## src/rtl/food_spawn_ctrl.sv

```systemverilog
`default_nettype none
// ============================================================================
// Module : food_spawn_ctrl
// Desc   : Requests cake candidates, rejects out-of-range or body-overlapping
//          ones with bounded retries, and publishes the committed food position.
// Rev    : 1.0  initial release
// ============================================================================
module food_spawn_ctrl #(
   parameter int MAX_LEN   = 64,
   parameter int GEN_LAT   = 2,
   parameter int MAX_RETRY = 15,
   parameter int X_MAX     = 39,
   parameter int Y_MAX     = 29
) (
   input  logic                       clk,
   input  logic                       rst_n,
   input  logic                       start,
   input  logic                       eat,
   input  logic [6:0]                 snake_len,
   output logic                       gen_drive,
   input  logic [11:0]                gen_x,
   input  logic [11:0]                gen_y,
   output logic [$clog2(MAX_LEN)-1:0] seg_addr,
   input  logic [11:0]                seg_x,
   input  logic [11:0]                seg_y,
   output logic [11:0]                food_x,
   output logic [11:0]                food_y,
   output logic                       food_valid,
   output logic                       busy,
   output logic                       fail
);

   localparam int c_addr_w = $clog2(MAX_LEN);
   localparam int c_len_w  = c_addr_w + 1;

   typedef enum logic [2:0] {
      IDLE   = 3'd0,
      GEN    = 3'd1,
      WAIT   = 3'd2,
      SCAN   = 3'd3,
      COMMIT = 3'd4
   } state_t;

   state_t               r_state;
   state_t               w_next;
   logic [3:0]           r_wait;
   logic [7:0]           r_retry;
   logic [c_len_w-1:0]   r_len;
   logic [c_len_w-1:0]   r_idx;
   logic [11:0]          r_cand_x;
   logic [11:0]          r_cand_y;

   logic [c_len_w-1:0]   w_len_eff;
   logic [c_len_w-1:0]   w_idx_inc;
   logic [8:0]           w_retry_inc;
   logic                 w_range_bad;
   logic                 w_hit;
   logic                 w_wait_done;
   logic                 w_reject;
   logic                 w_exhaust;
   logic                 w_clear_retry;

   assign busy = (r_state != IDLE);

   always_comb begin
      w_len_eff     = ({25'd0, snake_len} > 32'(MAX_LEN)) ? c_len_w'(MAX_LEN)
                                                          : c_len_w'(snake_len);
      w_idx_inc     = r_idx + c_len_w'(1);
      w_retry_inc   = {1'b0, r_retry} + 9'd1;
      w_range_bad   = (r_cand_x > 12'(X_MAX)) || (r_cand_y > 12'(Y_MAX));
      // index k compares the segment addressed in the previous cycle (k-1)
      w_hit         = (r_idx != '0) && (seg_x == r_cand_x) && (seg_y == r_cand_y);
      w_wait_done   = (r_wait == 4'(GEN_LAT - 1));
      w_clear_retry = start || ((r_state == IDLE) && eat);
      w_next        = r_state;
      w_reject      = 1'b0;
      w_exhaust     = 1'b0;

      if (start) begin
         w_next = GEN;
      end else begin
         case (r_state)
            IDLE:    if (eat) w_next = GEN;
            GEN:     w_next = WAIT;
            WAIT:    if (w_wait_done) w_next = SCAN;
            SCAN: begin
               if ((r_idx == '0) && w_range_bad) begin
                  w_reject = 1'b1;
               end else if (w_hit) begin
                  w_reject = 1'b1;
               end else if (r_idx == r_len) begin
                  w_next = COMMIT;
               end
               if (w_reject) begin
                  if (w_retry_inc < 9'(MAX_RETRY)) begin
                     w_next = GEN;
                  end else begin
                     w_next    = IDLE;
                     w_exhaust = 1'b1;
                  end
               end
            end
            COMMIT:  w_next = IDLE;
            default: w_next = IDLE;
         endcase
      end
   end

   always_ff @(posedge clk or negedge rst_n) begin
      if (!rst_n) begin
         r_state <= IDLE;
      end else begin
         r_state <= w_next;
      end
   end

   always_ff @(posedge clk or negedge rst_n) begin
      if (!rst_n) begin
         gen_drive  <= 1'b0;
         seg_addr   <= '0;
         food_x     <= '0;
         food_y     <= '0;
         food_valid <= 1'b0;
         fail       <= 1'b0;
         r_wait     <= '0;
         r_retry    <= '0;
         r_len      <= '0;
         r_idx      <= '0;
         r_cand_x   <= '0;
         r_cand_y   <= '0;
      end else begin
         gen_drive <= (w_next == GEN);
         r_wait    <= (r_state == WAIT) ? r_wait + 4'd1 : 4'd0;

         if (w_clear_retry) begin
            r_retry <= '0;
         end else if (w_reject) begin
            r_retry <= w_retry_inc[7:0];
         end

         if ((r_state == WAIT) && w_wait_done) begin
            r_cand_x <= gen_x;
            r_cand_y <= gen_y;
         end

         // length is frozen for the whole scan
         if ((w_next == SCAN) && (r_state != SCAN)) begin
            r_len <= w_len_eff;
            r_idx <= '0;
         end else if (r_state == SCAN) begin
            r_idx <= w_idx_inc;
         end

         if ((r_state == SCAN) && (w_next == SCAN)) begin
            if (w_idx_inc < r_len) seg_addr <= c_addr_w'(w_idx_inc);
         end else begin
            seg_addr <= '0;
         end

         if (w_clear_retry) begin
            food_valid <= 1'b0;
         end else if (r_state == COMMIT) begin
            food_x     <= r_cand_x;
            food_y     <= r_cand_y;
            food_valid <= 1'b1;
         end

         if (start) begin
            fail <= 1'b0;
         end else if (w_exhaust) begin
            fail <= 1'b1;
         end
      end
   end

endmodule
`default_nettype wire
```

## config.mk

```make
export PLATFORM = sky130hd
export DESIGN_NAME = food_spawn_ctrl
export DESIGN_NICKNAME = d
export VERILOG_FILES = /design/src/rtl/food_spawn_ctrl.sv
export SDC_FILE = /design/constraint.sdc
export NUM_CORES = 1
export LEC_CHECK = 0
export ABC_AREA = 1
export CAP_MARGIN = 30
export CELL_PAD_IN_SITES_DETAIL_PLACEMENT = 1
export CELL_PAD_IN_SITES_GLOBAL_PLACEMENT = 2
export CORE_UTILIZATION = 28
export CTS_CLUSTER_DIAMETER = 120
export DETAILED_ROUTE_END_ITERATION = 10
export HOLD_SLACK_MARGIN = 0.1
export PLACE_DENSITY = 0.82
export SLEW_MARGIN = 20
export SYNTH_ARGS = -nofsm -noshare
export SYNTH_HDL_FRONTEND = slang
export SYNTH_SLANG_ARGS = --single-unit
```

## constraint.sdc

```tcl
create_clock -name clk -period 3.6 [get_ports clk]
set_input_delay 0.36 -clock clk [delete_from_list [all_inputs] [get_ports clk]]
set_output_delay 0.36 -clock clk [all_outputs]
set_load 0.02 [all_outputs]
```

==> After elaboration in Yosys (flattened, before gate mapping) <==
Cells that the tools add are included.
{ "totals": {"out_inout_bits": 34, "in_bits": 59, "regBits": 86} }
{ "op_classes": {"n_mux": 31, "addsub": 3, "magnitude_cmp": 5, "n_eq_ne": 12, "reduce_logical": 18, "bitwise": 1} }
{ "ops": {"columns": ["op", "count"], "rows": [
  ["equality test 12 bit", 2],
  ["2-to-1 mux 3 bit", 7],
  ["2-to-1 mux 7 bit", 3],
  ["2-to-1 mux 8 bit", 2],
  ["2-to-1 mux 1 bit", 15],
  ["greater-than comparator 12 x 5 -> 1 bit, second input constant", 1],
  ["greater-than comparator 12 x 6 -> 1 bit, second input constant", 1],
  ["2-to-1 mux 6 bit", 2],
  ["one-hot mux 3 bit (4 select lines)", 1],
  ["adder 8 x 1 -> 9 bit, second input constant", 1],
  ["equality test 3 x 2 -> 1 bit, second input constant", 3],
  ["less-than comparator 9 x 4 -> 1 bit, second input constant", 1],
  ["nonzero test 2 bit", 4],
  ["adder 7 x 1 -> 7 bit, second input constant", 1],
  ["equality test 7 bit", 1],
  ["greater-than comparator 7 bit, second input constant", 1],
  ["logical AND 1 bit", 7],
  ["logical NOT 7 bit", 1],
  ["less-than comparator 7 bit", 1],
  ["nonzero test 7 bit", 1],
  ["equality test 3 x 1 -> 1 bit, second input constant", 2],
  ["adder 4 x 1 -> 4 bit, second input constant", 1],
  ["equality test 4 x 1 -> 1 bit, second input constant", 1],
  ["2-to-1 mux 4 bit", 1],
  ["8 further kinds", 9]
]} }

==> Logic depth before layout (Yosys ltp) <==
Gate-level depths: netlist (run 1).
{ "depth": {"word_depth": 13, "ltp_mapped": 15, "ltp_nobuf": 15} }

==> Least setup slack after synthesis (run 1) <==
OpenSTA, ideal clock, no wires.
{ "synth_path": {"path_kind": "register to register", "startpoint": "register r_idx[0]", "endpoint": "register seg_addr[0]", "arrival_ps": 2132, "slack_ps": 1349, "path_buffers": 0, "setup_ps": 118, "period_less_slack_ps": 2251, "path_stages_with_launch": 12, "path_cell_list": "dfrtp_1 -> ha_1 -> nand3_1 -> nor3_1 -> xor2_1 -> ha_1 -> a21oi_1 -> o21ai_0 -> a21oi_1 -> nor2_1 -> nand4_1 -> nand2_1"} }
{ "synth_via": {"elab_chain_len": 13, "word_cells_on_any_way": 23, "cone_classes": "1 x add/sub; 1 x order compare; 3 x eq/ne; 12 x mux; 6 x reduce/logical"} }
{ "synth_rtl": {"columns": ["element", "line", "source"], "rows": [
  ["from (decl)", "49", "logic [c_len_w-1:0] r_idx;"],
  ["from (signal assigned)", "151", "r_idx <= w_idx_inc;"],
  ["nonzero test 7 bit", "72", "w_hit = (r_idx != '0) && (seg_x == r_cand_x) && (seg_y == r_cand_y);"],
  ["logical AND 1 bit (2 in series)", "72", null],
  ["2-to-1 mux 1 bit", "89", "end else if (w_hit) begin"],
  ["2-to-1 mux 1 bit", "87", "if ((r_idx == '0) && w_range_bad) begin"],
  ["2-to-1 mux 1 bit", "82", "case (r_state)"],
  ["2-to-1 mux 1 bit", "79", "if (start) begin"],
  ["2-to-1 mux 3 bit", "94", "if (w_reject) begin"],
  ["one-hot mux 3 bit (4 select lines)", "82", null],
  ["2-to-1 mux 3 bit", "79", null],
  ["equality test 3 x 2 -> 1 bit", "154", "if ((r_state == SCAN) && (w_next == SCAN)) begin"],
  ["logical AND 1 bit", "154", null],
  ["inequality test 2 x 1 -> 1 bit (no line) / 2-to-1 mux 6 bit (equally long branches)", null, null],
  ["to (signal assigned)", "155", "if (w_idx_inc < r_len) seg_addr <= c_addr_w'(w_idx_inc);"],
  ["to (decl)", "23", "output logic [$clog2(MAX_LEN)-1:0] seg_addr,"]
]} }
Parallel ways exist; a longest one is shown, timed or not. The select of a mux whose other input is x is not followed.
A chain may end at the register's enable or synchronous reset.

==> Worst setup path in the final report (run 1) <==
{ "layout_path": {"startpoint": "register r_idx[0]", "endpoint": "register seg_addr[5]"} }
The elaborated chain is that of the path after synthesis.

==> out/qor.yml, run 1 <==
worst_setup_path:
  path_class: "register to register"
  regToRegEndpoint: "seg_addr[5]"
  r2r_setup_slack_ns: 0.83
  cp-end-kind: "register"
  worst_setup_path_start_kind: "register"
  r2r_cells: 12
  rr_startpoint: "r_idx[0]"
  worstPathArrival_ns: 3.00
  cp.required_ns: 3.83
  cp_max_fo: 7
pwr:
  p_clk_frac: 0.234
  leakage_nw: 2.87
  pwr-share-seq: 0.381
  p_switching_w: 0.00154
  p_per_area_nw_per_um2: 664
  total_power_w: 0.00392
  p_sw_frac: 0.394
  vdd_drop_max_mv: 0.277
  internal_power_w: 0.00238
  pwr-share-comb: 0.384
yosys:
  synth_xor_area_frac: 0.0428
  syn_nets: 631
  yosysSeqAreaShare: 0.481
  muxShareOfSynthArea: 0.0101
  netlist.area_leader.share: 0.481
  synthAdderAreaFrac: 0.0336
  async_flop_share: 1.00
  synth_compound_area_frac: 0.0749
  synthSimpleGateAreaFrac: 0.273
  synth_top_family_by_area: "simple AND/OR/NAND/NOR gates"
  ys_top_cells_by_area: "dfrtp_1, nand2_1, inv_1"
  ys_warn_count: 0
  synthTopCellsByCount: "nand2_1, dfrtp_1, inv_1, o21ai_0, nor2_1"
  syn_inst: 560
  synth_enable_flop_cells: 0
  synth-seq-cells: 86
  synthFlopType: "dfrtp_1"
  syn_area_per_cell_um2: 7.99
  synth_cell_types: 36
  syn_area_um2: 4470
  yosysTopAreaCell: "dfrtp_1"
  post-synth-top-count-cell: "nand2_1"
clock_network:
  insertion_delay_ns: 0.34
  cts-buffers-inserted: 9
  postCtsSetupBuffers: 0
  clockBufferDepth: 2
  postCtsHoldBufs: 0
  cts-root-buf: "clkbuf_16"
  cts_tree: "done"
  post_cts_resized: 0
  cts.clk_slew.worst_paths_ns: 0.06
  cts_max_level: 3
  clkSinkCount: 86
floorplanning:
  die-width_um: 128
  start_util: 0.291
  io_pins: 93
  die_h_um: 128
  fp.dieArea_um2: 16500
  rows: 45
  fp.coreArea_um2: 15400
worst_hold_path:
  hold_path.class: "primary input to asynchronous set/reset pin"
placed_design:
  portBuffers: 92
  hpwl_um: 9510
  dpl_cell_area_um2: 5610
  gp_congestion: 0.797
detailed_routing:
  drc: 0
  wire_per_inst_um: 14.5
  first_pass_iters: 4
  viasPerCell: 4.54
  num_vias: 3938
  drt-total-wl_um: 12600
  dr.first_iter.drc_count: 185
  drtAntennaViolNets: 0
cells_and_area:
  postLayoutCellArea_um2: 5910
  nNetsFinal: 723
  syn2layout_area_growth_pct: 32.0
  antenna_cells: 0
  drive_gt1_frac: 0.0533
global_routing:
  grt_use_total: 0.163
  grt_max_degree: 64
  grt-ovfl-total: 0
  grt_pass1_wl_um: 20900
  antenna_found_initial: 0
  grt_pass1_vias: 4190
outcome:
  status: "complete, no violations"
sta:
  fmax_ghz: 0.361
  rsz0062_at_grt: "no"
  hold_viol: 0
  slew_headroom: 0.444
  setup_viol: 0
  period_share: 0.770
  finalCriticalPeriod_ns: 2.77
  final.setup.tns_ns: 0
  clock_skew_ns: 0.00978
  maxSlewViolCount: 0
  worst_pin_slew_ns: 0.834
job:
  max-cap-violations: 0
-- registers in the layout, indices dropped and copies added, names as in the netlist --
| name | cells |
|---|---|
| fail | 1 |
| r_wait | 4 |
| r_idx | 7 |
| r_cand_y | 12 |
| r_len | 7 |
| food_valid | 1 |
| food_x | 12 |
| r_state | 3 |
| r_cand_x | 12 |
| gen_drive | 1 |
| r_retry | 8 |
| food_y | 12 |
| seg_addr | 6 |
-- layer usage --
metal / share of wire / GRT usage / vias to the layer above
met5: 0 / 0 / -
met2: 0.47 / 0.280 / 73
li1: - / - / 1959
met3: 0.040 / 0.0308 / 13
met4: 0.012 / 0.0478 / 0
met1: 0.48 / 0.208 / 1893
-- area by class of cell --
type / count / area [um^2]
flip-flops and latches: 86 / 2150
fillers: 1865 / 9470
well taps: 211 / 264
repair buffers: 97 / 963
multi-input cells: 378 / 1940
inverters: 80 / 300
clock inverters: 4 / 47.5
clock buffers: 12 / 236
-- power groups by stage --
stage / Combinational (W) / Clock [W] / Sequential, W
after floorplan: 0.000892 / 0 / 0.00153
after global placement: 0.00146 / 0 / 0.00149
after detailed placement: 0.00153 / 0 / 0.00151
after CTS: 0.00154 / 0.000943 / 0.00149
after global routing: 0.00173 / 0.000979 / 0.00154
final: 0.00151 / 0.000918 / 0.00149
-- worst max path at each step --
stage	from	to	slack, ns	cells after the start
after floorplan	r_idx[0]	seg_addr[0]	1.35	11
after global placement	r_idx[0]	seg_addr[5]	0.95	12
after detailed placement	r_idx[0]	seg_addr[2]	0.83	12
after CTS	r_idx[0]	seg_addr[5]	0.79	12
after global routing	r_idx[0]	seg_addr[5]	0.63	12
final	r_idx[0]	seg_addr[5]	0.83	12
-- per-stage QoR --
step	instances	setup WS [ns]	hold slack, ns	util
finish	868	0.827	0.101	0.384
global route	868	0.629	0.185	0.384
CTS	867	0.792	0.150	0.383
detailed placement	851	0.825	0.478	0.365
global placement	851	0.950	0.466	0.365
floorplan	560	1.35	0.0644	-
-- worst max-delay path, cell delays in order (launching register included) --
cell	delay [ns]
dfrtp_1	0.48
ha_1	0.25
nand3_1	0.14
nor3_1	0.21
xor2_1	0.26
ha_1	0.30
a21oi_1	0.13
o21ai_0	0.09
a21oi_1	0.25
buf_4	0.21
nor2_1	0.11
nand4_1	0.16
nand2_1	0.06
-- cells in the final DEF (no fill, tap or decap), types with 4 or more instances in the layout --
cell type | netlist | layout
o22ai_1 | 4 | 4
xor2_1 | 18 | 18
ha_1 | 12 | 12
buf_4 | 0 | 5
mux2_2 | 4 | 4
nand4_1 | 24 | 24
dfrtp_1 | 86 | 86
clkdlybuf4s50_1 | 0 | 91
clkbuf_16 | 0 | 9
a21oi_1 | 6 | 6
nor3_1 | 6 | 6
inv_1 | 78 | 78
nand2_1 | 166 | 166
nand3_1 | 27 | 27
nor2_1 | 45 | 45
o21ai_0 | 46 | 46
-- cells by family after synthesis --
family,Yosys count
compound gates,62
flops,86
mux,4
fa+ha+maj,12
simple gates,279
buf+inv,96
xor+xnor,21
No activity file was read; power rests on OpenSTA's default activity.
==> inputs of run 2 (changes only) <==
--- a/config.mk
+++ b/config.mk
@@ -9,11 +9,11 @@
 export CAP_MARGIN = 30
 export CELL_PAD_IN_SITES_DETAIL_PLACEMENT = 1
 export CELL_PAD_IN_SITES_GLOBAL_PLACEMENT = 2
-export CORE_UTILIZATION = 28
+export CORE_UTILIZATION = 27
 export CTS_CLUSTER_DIAMETER = 120
 export DETAILED_ROUTE_END_ITERATION = 10
 export HOLD_SLACK_MARGIN = 0.1
-export PLACE_DENSITY = 0.82
+export PLACE_DENSITY = 0.83
 export SLEW_MARGIN = 20
 export SYNTH_ARGS = -nofsm -noshare
 export SYNTH_HDL_FRONTEND = slang
==> constraint.sdc (replaced) <==
create_clock -name clk -period 2.4 [get_ports clk]
set_input_delay 0.24 -clock clk [delete_from_list [all_inputs] [get_ports clk]]
set_output_delay 0.24 -clock clk [all_outputs]
set_load 0.02 [all_outputs]
==> out/qor.yml, run 2 (synthesis results as in run 1) <==
sta:
  worst_pin_slew_ns: 0.705  # was 0.834 ns
  final.setup.tns_ns: 0  # unchanged
  rsz0062_at_grt: "yes"  # was no
  setup_viol: 0  # unchanged
  slew_headroom: 0.530  # was 0.444
  fmax_ghz: 0.427  # was 0.361 GHz
  maxSlewViolCount: 0  # unchanged
  finalCriticalPeriod_ns: 2.34  # was 2.77 ns
  clock_skew_ns: 0.00900  # was 0.00978 ns
  period_share: 0.976  # was 0.770
  hold_viol: 0  # unchanged
floorplanning:
  fp.coreArea_um2: 16100  # was 15400 um^2
  io_pins: 93  # unchanged
  die-width_um: 131  # was 128 um
  rows: 46  # was 45
  die_h_um: 131  # was 128 um
  fp.dieArea_um2: 17100  # was 16500 um^2
  start_util: 0.279  # was 0.291
global_routing:
  grt_max_degree: 46  # was 64
  antenna_found_initial: 1  # was 0
  grt_pass1_vias: 4480  # was 4190
  grt_use_total: 0.164  # was 0.163
  grt_pass1_wl_um: 21600  # was 20900 um
  grt-ovfl-total: 0  # unchanged
detailed_routing:
  drc: 0  # unchanged
  num_vias: 4089  # was 3938
  drtAntennaViolNets: 0  # unchanged
  drt-total-wl_um: 13200  # was 12600 um
  wire_per_inst_um: 14.7  # was 14.5 um
  viasPerCell: 4.56  # was 4.54
  dr.first_iter.drc_count: 136  # was 185
  first_pass_iters: 4  # unchanged
worst_setup_path:
  cp.required_ns: 2.68  # was 3.83 ns
  path_class: "register to register"  # unchanged
  worst_setup_path_start_kind: "register"  # unchanged
  worstPathArrival_ns: 2.63  # was 3.00 ns
  cp-end-kind: "register"  # unchanged
  cp_max_fo: 6  # was 7
placed_design:
  dp_cells: 873  # was 851
  hpwl_um: 10200  # was 9510 um
  portBuffers: 92  # unchanged
  gp_congestion: 0.809  # was 0.797
clock_network:
  cts-root-buf: "clkbuf_16"  # unchanged
  cts-buffers-inserted: 9  # unchanged
  clkSinkCount: 86  # unchanged
  insertion_delay_ns: 0.34  # about the same
  cts_max_level: 3  # unchanged
  cts.clk_slew.worst_paths_ns: 0.07  # was 0.06 ns
  cts_tree: "done"  # unchanged
  clockBufferDepth: 2  # unchanged
cells_and_area:
  syn2layout_area_growth_pct: 39.9  # was 32.0%
  mostFrequentLayoutCells: "nand2_1, clkdlybuf4s50_1, dfrtp_1"  # unchanged
  antenna_cells: 0  # unchanged
  drive_gt1_frac: 0.115  # was 0.0533
  final_common_cell: "nand2_1"  # unchanged
  fin_cells: 897  # was 868
  fillerInstances: 1882  # was 1865
  nNetsFinal: 747  # was 723
worst_hold_path:
  hold_path.class: "primary input to asynchronous set/reset pin"  # unchanged
pwr:
  vdd_drop_max_mv: 0.406  # was 0.277 mV
  p_per_area_nw_per_um2: 989  # was 664 nW/um^2
  leakage_nw: 3.03  # was 2.87 nW
job:
  max-cap-violations: 0  # unchanged
outcome:
  status: "complete, no violations"  # unchanged
## run 2: cell types whose count changed in the layout (fill, tap and decap cells not counted), sizes merged
cell / previous run / this run
nand3: 31 / 33
dlygate4sd3: 0 / 1
clkbuf: 12 / 11
clkinv: 3 / 4
inv: 79 / 80
buf: 6 / 27
bufinv: 1 / 0
## run 2: critical path: stages (launching register included)
cell and delay, ns:
dfrtp_1 0.43, ha_4 0.18, nand3_4 0.11, buf_12 0.15
xor2_2 0.18, inv_1 0.07, ha_1 0.30, a21oi_1 0.18
o21ai_2 0.07, a21oi_2 0.15, buf_4 0.16, buf_6 0.11
nand4_1 0.10, nand2_1 0.08
## run 2: area by class of cell
class | instances | area, um^2 | share of cell area
flip-flops and latches | 86 | 2150 | 0.344
multi-input cells | 380 | 2100 | 0.336
repair buffers | 119 | 1160 | 0.186
inverters | 80 | 300 | 0.0480
well taps | 216 | 270 | 0.0432
clock buffers | 11 | 233 | 0.0372
clock inverters | 5 | 35.0 | 0.00560
## run 2: power by group
group	total [W]	internal, W	switching, W
sequential	0.00223	0.00188	0.000351
clock	0.00128	0.000704	0.000579
combinational	0.00267	0.00112	0.00155
## run 2: what timing repair did
action	in CTS	in global routing
gates resized for setup	6	25
buffers inserted	1	4
hold buffers	1	0
endpoints found under the setup margin	8	21
pin swaps	1	13
gates cloned	0	2
endpoints found under the hold margin	35	0
## run 2: layer usage
layer / track usage / wire [um] / up-vias
met3: 0.0318 / 564 / 14
met4: 0.0568 / 179 / 0
met5: 0 / 0 / -
li1: - / - / 2015
met2: 0.293 / 6530 / 77
met1: 0.196 / 5880 / 1983
## run 2: through the flow
stage	utilization	worst slack (ns)	hold slack [ns]	total power (W)	cell area, um^2
global route	0.390	-0.115	0.454	0.00668	6260
detailed placement	0.358	-0.148	0.248	0.00470	5750
finish	0.390	0.0574	0.401	0.00619	6260
global placement	0.358	-0.0316	0.243	0.00458	5750
CTS	0.378	-0.00602	0.422	0.00605	6070
floorplan	-	0.149	-0.0556	0.00364	4470
## run 2: path summary, 6_finish.rpt
kind,to,from,cells past startpoint,slack [ns]
max,seg_addr[1],r_idx[0],13,0.06
min,r_cand_x[5],rst_n,2,0.40
max reg2reg,seg_addr[1],r_idx[0],13,0.06
min reg2reg,food_y[4],food_y[4],2,0.48
max in group asynchronous,food_y[4],rst_n,3,1.33
min in group clk,r_cand_x[0],gen_x[0],3,0.46
